<file path="src/rtl/lsu_pkg.sv">
// Shared types for the warp load/store unit: the operation code and the
// state encodings of the warp-level and per-lane FSMs.
package lsu_pkg;

    typedef enum logic [1:0] {
        LSU_NOP   = 2'd0,
        LSU_LOAD  = 2'd1,
        LSU_STORE = 2'd2
    } lsu_op_t;

    typedef enum logic [1:0] {
        IDLE,
        ACTIVE,
        DONE
    } top_state_t;

    typedef enum logic [1:0] {
        L_IDLE,
        L_REQ,
        L_RELEASE,
        L_DONE
    } lane_state_t;

endpackage

</file>
<file path="src/rtl/lsu_lane.sv">
// One lane of the warp LSU: valid/ready request, release wait for ready
// to fall, and the captured load result.
module lsu_lane
    import lsu_pkg::*;
#(
    parameter int DATA_WIDTH = 16
) (
    input  logic                  clk,
    input  logic                  reset,
    input  logic                  go,
    input  logic                  enable,
    input  logic                  clear,
    input  lsu_op_t               op,
    output logic                  read_valid,
    input  logic                  read_ready,
    input  logic [DATA_WIDTH-1:0] read_data,
    output logic                  write_valid,
    input  logic                  write_ready,
    output logic                  complete,
    output logic [DATA_WIDTH-1:0] load_data
);

    lane_state_t state;
    lane_state_t state_next;
    logic        ready;

    assign ready = (op == LSU_LOAD) ? read_ready : write_ready;

    always_ff @(posedge clk) begin
        if (reset) begin
            state <= L_IDLE;
        end else begin
            state <= state_next;
        end
    end

    always_comb begin
        state_next  = state;
        read_valid  = 1'b0;
        write_valid = 1'b0;
        complete    = 1'b0;
        unique case (state)
            L_IDLE: begin
                if (go) state_next = enable ? L_REQ : L_DONE;
            end
            L_REQ: begin
                read_valid  = (op == LSU_LOAD);
                write_valid = (op == LSU_STORE);
                if (ready) state_next = L_RELEASE;
            end
            L_RELEASE: begin
                // Finishing this cycle lets the warp leave ACTIVE one cycle earlier.
                complete = !ready;
                if (!ready) state_next = L_DONE;
            end
            L_DONE: begin
                complete = 1'b1;
                if (clear) state_next = L_IDLE;
            end
            default: state_next = L_IDLE;
        endcase
    end

    always_ff @(posedge clk) begin
        if (reset) begin
            load_data <= '0;
        end else if (state == L_REQ && ready && op == LSU_LOAD) begin
            load_data <= read_data;
        end
    end

endmodule

</file>
<file path="src/rtl/warp_lsu.sv">
// Warp load/store unit: one request per active lane, done after all lanes.
// Define WARP_LSU_STATS_EN to add the stall_cycles counter output.
module warp_lsu
    import lsu_pkg::*;
#(
    parameter int DATA_WIDTH    = 16,
    parameter int ADDRESS_WIDTH = 8,
    parameter int NUM_THREADS   = 4
) (
    input  logic                                      clk,
    input  logic                                      reset,
    input  logic                                      start,
    input  lsu_op_t                                   op,
    input  logic [NUM_THREADS-1:0]                    thread_mask,
    input  logic [NUM_THREADS-1:0][ADDRESS_WIDTH-1:0] lane_address,
    input  logic [NUM_THREADS-1:0][DATA_WIDTH-1:0]    lane_store_data,
    output logic                                      busy,
    output logic                                      done,
    output logic [NUM_THREADS-1:0][DATA_WIDTH-1:0]    lane_load_data,
    output logic [NUM_THREADS-1:0]                    mem_read_valid,
    output logic [NUM_THREADS-1:0][ADDRESS_WIDTH-1:0] mem_read_address,
    input  logic [NUM_THREADS-1:0]                    mem_read_ready,
    input  logic [NUM_THREADS-1:0][DATA_WIDTH-1:0]    mem_read_data,
    output logic [NUM_THREADS-1:0]                    mem_write_valid,
    output logic [NUM_THREADS-1:0][ADDRESS_WIDTH-1:0] mem_write_address,
    output logic [NUM_THREADS-1:0][DATA_WIDTH-1:0]    mem_write_data,
    input  logic [NUM_THREADS-1:0]                    mem_write_ready
`ifdef WARP_LSU_STATS_EN
    ,
    output logic [31:0]                               stall_cycles
`endif
);

    top_state_t                               state;
    top_state_t                               state_next;
    lsu_op_t                                  op_q;
    logic [NUM_THREADS-1:0][ADDRESS_WIDTH-1:0] address_q;
    logic [NUM_THREADS-1:0][DATA_WIDTH-1:0]    data_q;
    logic [NUM_THREADS-1:0]                   complete;
    logic                                     accept;
    logic                                     issue;
    logic                                     clear;

    assign accept = (state == IDLE) && start;
    assign issue  = accept && (op == LSU_LOAD || op == LSU_STORE)
                    && (|thread_mask);
    assign clear  = (state == DONE);

    always_ff @(posedge clk) begin
        if (reset) begin
            state     <= IDLE;
            op_q      <= LSU_NOP;
            address_q <= '0;
            data_q    <= '0;
        end else begin
            state <= state_next;
            if (issue) begin
                op_q      <= op;
                address_q <= lane_address;
                data_q    <= lane_store_data;
            end
        end
    end

    always_comb begin
        state_next = state;
        busy       = 1'b0;
        done       = 1'b0;
        unique case (state)
            IDLE: begin
                if (accept) state_next = issue ? ACTIVE : DONE;
            end
            ACTIVE: begin
                busy = 1'b1;
                if (&complete) state_next = DONE;
            end
            DONE: begin
                done       = 1'b1;
                state_next = IDLE;
            end
            default: state_next = IDLE;
        endcase
    end

    assign mem_read_address  = address_q;
    assign mem_write_address = address_q;
    assign mem_write_data    = data_q;

    for (genvar i = 0; i < NUM_THREADS; i++) begin : g_lane
        lsu_lane #(
            .DATA_WIDTH (DATA_WIDTH)
        ) u_lane (
            .clk         (clk),
            .reset       (reset),
            .go          (issue),
            .enable      (thread_mask[i]),
            .clear       (clear),
            .op          (op_q),
            .read_valid  (mem_read_valid[i]),
            .read_ready  (mem_read_ready[i]),
            .read_data   (mem_read_data[i]),
            .write_valid (mem_write_valid[i]),
            .write_ready (mem_write_ready[i]),
            .complete    (complete[i]),
            .load_data   (lane_load_data[i])
        );
    end

`ifdef WARP_LSU_STATS_EN
    always_ff @(posedge clk) begin
        if (reset) begin
            stall_cycles <= '0;
        end else if (state == ACTIVE && stall_cycles != '1) begin
            stall_cycles <= stall_cycles + 32'd1;
        end
    end
`endif

endmodule

</file>
<file path="config.mk">
export PLATFORM = sky130hd
export DESIGN_NAME = warp_lsu
export DESIGN_NICKNAME = d
export VERILOG_FILES = /design/src/rtl/lsu_pkg.sv /design/src/rtl/lsu_lane.sv /design/src/rtl/warp_lsu.sv
export SDC_FILE = /design/constraint.sdc
export NUM_CORES = 1
export LEC_CHECK = 0
export ABC_AREA = 0
export BUFFER_PORTS_ARGS = -buffer_cell sky130_fd_sc_hd__buf_4
export CAP_MARGIN = 10
export CORE_ASPECT_RATIO = 1.5
export CORE_UTILIZATION = 27
export DETAILED_ROUTE_END_ITERATION = 6
export SETUP_SLACK_MARGIN = 0.3
export SYNTH_ARGS = -nofsm -noshare
export SYNTH_HDL_FRONTEND = slang
export SYNTH_SLANG_ARGS = --single-unit
export TNS_END_PERCENT = 5
</file>
<file path="constraint.sdc">
create_clock -name clk -period 6.2 [get_ports clk]
set_clock_uncertainty 0.2 [all_clocks]
set_input_delay 0.31 -clock clk [delete_from_list [all_inputs] [get_ports clk]]
set_output_delay 0.31 -clock clk [all_outputs]
set_load 0.02 [all_outputs]
</file>
### Yosys cells after proc, flatten, opt, wreduce, memory -nomap -nowiden

Cells that the tools add are included.

* bits in registers: 172
* input bits: 177
* output and inout port bits: 202
* logic and storage cells: 125

* eq/ne operators: 36
* multiplexer cells: 43
* reduce and logical (&&, ||, !) cells: 28

Operator list (number)
* 2-to-1 mux 2 bit: 20
* one-hot mux 2 bit (4 select lines): 4
* != test 2 bit (second input constant): 14
* == test 2 bit (second input constant): 11
* AND reduction 4 bit: 5
* == test 2 x 1 -> 1 bit (second input constant): 7
* 2-to-1 mux 1 bit: 14
* logical AND 1 bit: 11
* zero test 2 bit: 5
* != test 2 x 1 -> 1 bit (second input constant): 4
* one-hot mux 1 bit (2 select lines): 4
* zero test 1 bit: 4
* one-hot mux 2 bit (2 select lines): 1
* OR reduction 4 bit: 1
* AND reduction 2 bit: 1
* logical OR 1 bit: 1

### Logic depth before layout (Yosys ltp)

* depth in word-level cells: 7
* mapped depth: 8
* mapped depth without buffers: 6

### Cells and area by module

Synthesis repeated with hierarchy kept, for this count alone.

* cell total of the unflattened synthesis: 903
* area total of the unflattened synthesis: 7643.6 µm²

By module, submodules not included
* warp_lsu: instances 1, cells an instance 519, area each 4540.6 µm², seq. area each 2001.9 µm²
* lsu_lane: instances 4, cells an instance 96, area each 775.7 µm², seq. area each 360.3 µm²

### Worst setup path before layout

No wires, ideal clock.

* kind: reg-to-reg
* start: reg state[0]
* end: reg address_q, in the netlist mem_read_address[16]
* library setup time: 0.132 ns
* data arrival time: 1.673 ns
* required time: 5.868 ns
* setup slack: 4.195 ns
* stages on the path, launching flop included: 9
* path buffers: 4
* clock period less this slack: 2.005 ns
* path through: dfxtp_1 or3b_1 buf_2 or3_1 buf_2 buf_6 buf_6 nand2_1 a21oi_1

* cells in the longest elaborated chain, start to end: 4

RTL lines
* start, declared: RTL line warp_lsu.sv:34 `top_state_t state;`
* start signal, assigned: RTL line warp_lsu.sv:56 `state <= state_next;`
* zero test 2 bit: RTL line warp_lsu.sv:44 `assign accept = (state == IDLE) && start;`
* logical AND 1 bit: RTL line warp_lsu.sv:44
* logical AND 1 bit: RTL line warp_lsu.sv:45 `assign issue = accept && (op == LSU_LOAD || op == LSU_STORE)`
* logical AND 1 bit: RTL line warp_lsu.sv:46 `&& (|thread_mask);`
* end signal, assigned: RTL line warp_lsu.sv:59 `address_q <= lane_address;`
* end, declared: RTL line warp_lsu.sv:37 `logic [NUM_THREADS-1:0][ADDRESS_WIDTH-1:0] address_q;`

Every way passes these cells.
A chain may end at the register's enable or synchronous reset.

### Final worst setup path

* start: reg op_q[0]
* end: reg g_lane[2].u_lane.load_data[2]

* cells in the longest elaborated chain, start to end: 4

RTL lines
* start, declared: RTL line warp_lsu.sv:36 `lsu_op_t op_q;`
* start signal, assigned: RTL line warp_lsu.sv:58 `op_q <= op;`
* == test 2 x 1 -> 1 bit *: RTL line lsu_lane.sv:27, lsu_lane.sv:67
* 2-to-1 mux 1 bit: RTL line lsu_lane.sv:27 `assign ready = (op == LSU_LOAD) ? read_ready : write_ready;`
* logical AND 1 bit: RTL line lsu_lane.sv:67 `end else if (state == L_REQ && ready && op == LSU_LOAD) begin`
* logical AND 1 bit *: RTL line lsu_lane.sv:67
* end signal, assigned: RTL line lsu_lane.sv:68 `load_data <= read_data;`
* end, declared: RTL line lsu_lane.sv:20 `output logic [DATA_WIDTH-1:0] load_data`

Mark *: on every way between the ends. The rest lies on a longest branch, timed or not.

==> metrics.yaml <==
setup_slack_ps: 2850
cts_hold_buf: 167
fin_crit_sh: 0.540
rsz0062_at_grt: "false"
grt_first_pass_wirelength_um: 38200
die_h_um: 200
numCtsBuffers: 17
yosysTopAreaCell: "dfxtp_1"
cp_max_fo: 16
dr_total_vias: 7616
grt_pass1_vias: 7634
min_period_ps: 3350
post-synth-top-area-fraction: 0.486
synth.most_common_cell: "nand2_1"
synth.yosys.seq_area_share: 0.486
core_area_um2: 25800
end_kind: "flop"
dp_slack_ps: 3320
final-seq-area_um2: 3440
synth.distinct_cells: 38
ioPinCount: 379
cts_tree: "built"
status: "completed"
dpl.hpwl_um: 16800
drt-wirelength-per-cell_um: 14.6
drv_slew: 0
synth_nets: 1089
post_cts_buffers: 0
p_per_area_nw_per_um2: 253
critPathArrivalTime_ps: 3460
row_count: 72
async_reset_ff_frac: 0
diodes: 0
synth_area_leaders: "dfxtp_1, nand2_1, a21oi_1, buf_4, ha_1"
ir_drop_mv: 0.175
place_congestion: 0.800
clock_latency_ps: 430
grt-ovfl-total: 0
max_slew_margin: 0.307
clkSinkCount: 172
drtAntennaViolNets: 0
syn_avg_cell_area_um2: 7.94
worst_pin_slew_ps: 1040
syn_to_final_growth_pct: 70.8
h-tree-depth: 4
initial_core_util: 0.275
synth-edff-count: 0
die_area_um2: 26900
viasPerCell: 4.46
ys.warnings.count: 0
wl_um: 24900
postSynthCellCount: 892
cts_buffer_depth: 2
ys_ff_latch: 172
setup_tns_ps: 0
leakagePower_uw: 0.00526
drtIter0Drc: 379
fin_nets: 1561
portBuffers: 378
drc: 0
timing_hold_violations_final: 0
synth_area_um2: 7080
critPathKind: "flop to flop"
drive_gt1_frac: 0.306
worst_setup_hold_path_clk_slew_ps: 70
multiInputGateArea_um2: 3000
dr.pass1.iters: 6
fillCellCount: 2495
grt_start_max_net_pins: 83
cts_resized: 0
clockRootBuffer: "clkbuf_16"
synth-main-ff-cell: "dfxtp_1"
final-setup-viol-count: 0
die_w_um: 134
max_cap_viol_count: 0
ys_top_cells_by_count: "nand2_1, dfxtp_1, a21oi_1"
setup.worst_path.start_class: "flop"
hp-class: "input port to flop"
worstPathRequired_ps: 6320
r2r_slack_ps: 2850
fmax_mhz: 299
antenna_found_initial: 0
gr-usage-all-layers: 0.181
-- stage by stage --
stage	instance area (um^2)	hold WS [ps]	utilization	power, uW	cells
after floorplan	7080	246	-	1640	892
after CTS	12100	1.20	0.469	3100	1709
after global placement	9810	242	0.381	1870	1511
after detailed placement	9810	247	0.381	1880	1511
after global routing	12100	9.79	0.469	3210	1709
final	12100	18.8	0.469	3060	1709
-- worst max-delay path, stage by stage, from the launching register on --
cell and delay, ps:
dfxtp_1 550, nor2b_1 880, nand3_1 720, nand2_1 230
a21oi_1 90, dlygate4sd3_1 570
-- final cells by class --
class                   count  area share
clock inverters            13      0.0136
well taps                 333      0.0345
clock buffers              18      0.0363
flip-flops and latches    172       0.285
repair buffers            550       0.376
inverters                  22     0.00683
multi-input cells         601       0.248
-- cell families (layout without fill, tap and decap cells) --
kind of cell | count (synthesis) | count (layout) | synth area share
AO/OA/AOI/OAI | 191 | 191 | 0.148
XOR/XNOR | 1 | 1 | 0.00124
adder cells (fa/ha/maj) | 20 | 20 | 0.0354
buffers and inverters | 119 | 603 | 0.0909
flip-flops | 172 | 172 | 0.486
multiplexers | 12 | 12 | 0.0177
AND/OR/NAND/NOR | 377 | 377 | 0.220
-- where the power goes --
group / internal, uW / switching, uW
clock: 646 / 473
sequential: 1170 / 49.8
combinational: 357 / 363
total: 2170 / 886
-- layer usage --
layer	global-route usage	up-vias	wire length [um]
li1	-	3792	-
met1	0.182	3491	9360
met2	0.337	288	13200
met3	0.0466	45	1520
met4	0.0947	0	830
met5	0	-	0
-- sequential cells by signal, indices dropped and copies added, names as in the netlist --
name / cells
mem_write_data: 64
g_lane.u_lane.load_data: 64
state: 2
op_q: 2
mem_read_address: 32
g_lane.u_lane.state: 8
-- placed cells by master (no fill, tap or decap), types with 8 or more instances in the layout --
cell type	instances
a21oi_1	162
dfxtp_1	172
clkbuf_16	17
inv_1	22
buf_4	383
nand2_1	325
ha_1	20
and2_1	8
dlygate4sd3_1	167
mux2i_1	8
nor2_1	11
-- path summary, 6_finish.rpt --
check	start	endpoint	cells after the start
min	reset	g_lane[2].u_lane.load_data[5]	2
max reg2reg	op_q[0]	g_lane[2].u_lane.load_data[2]	5
max	op_q[0]	g_lane[2].u_lane.load_data[2]	5
min reg2reg	mem_write_data[50]	mem_write_data[50]	2
(Power assumes the default switching activity.)
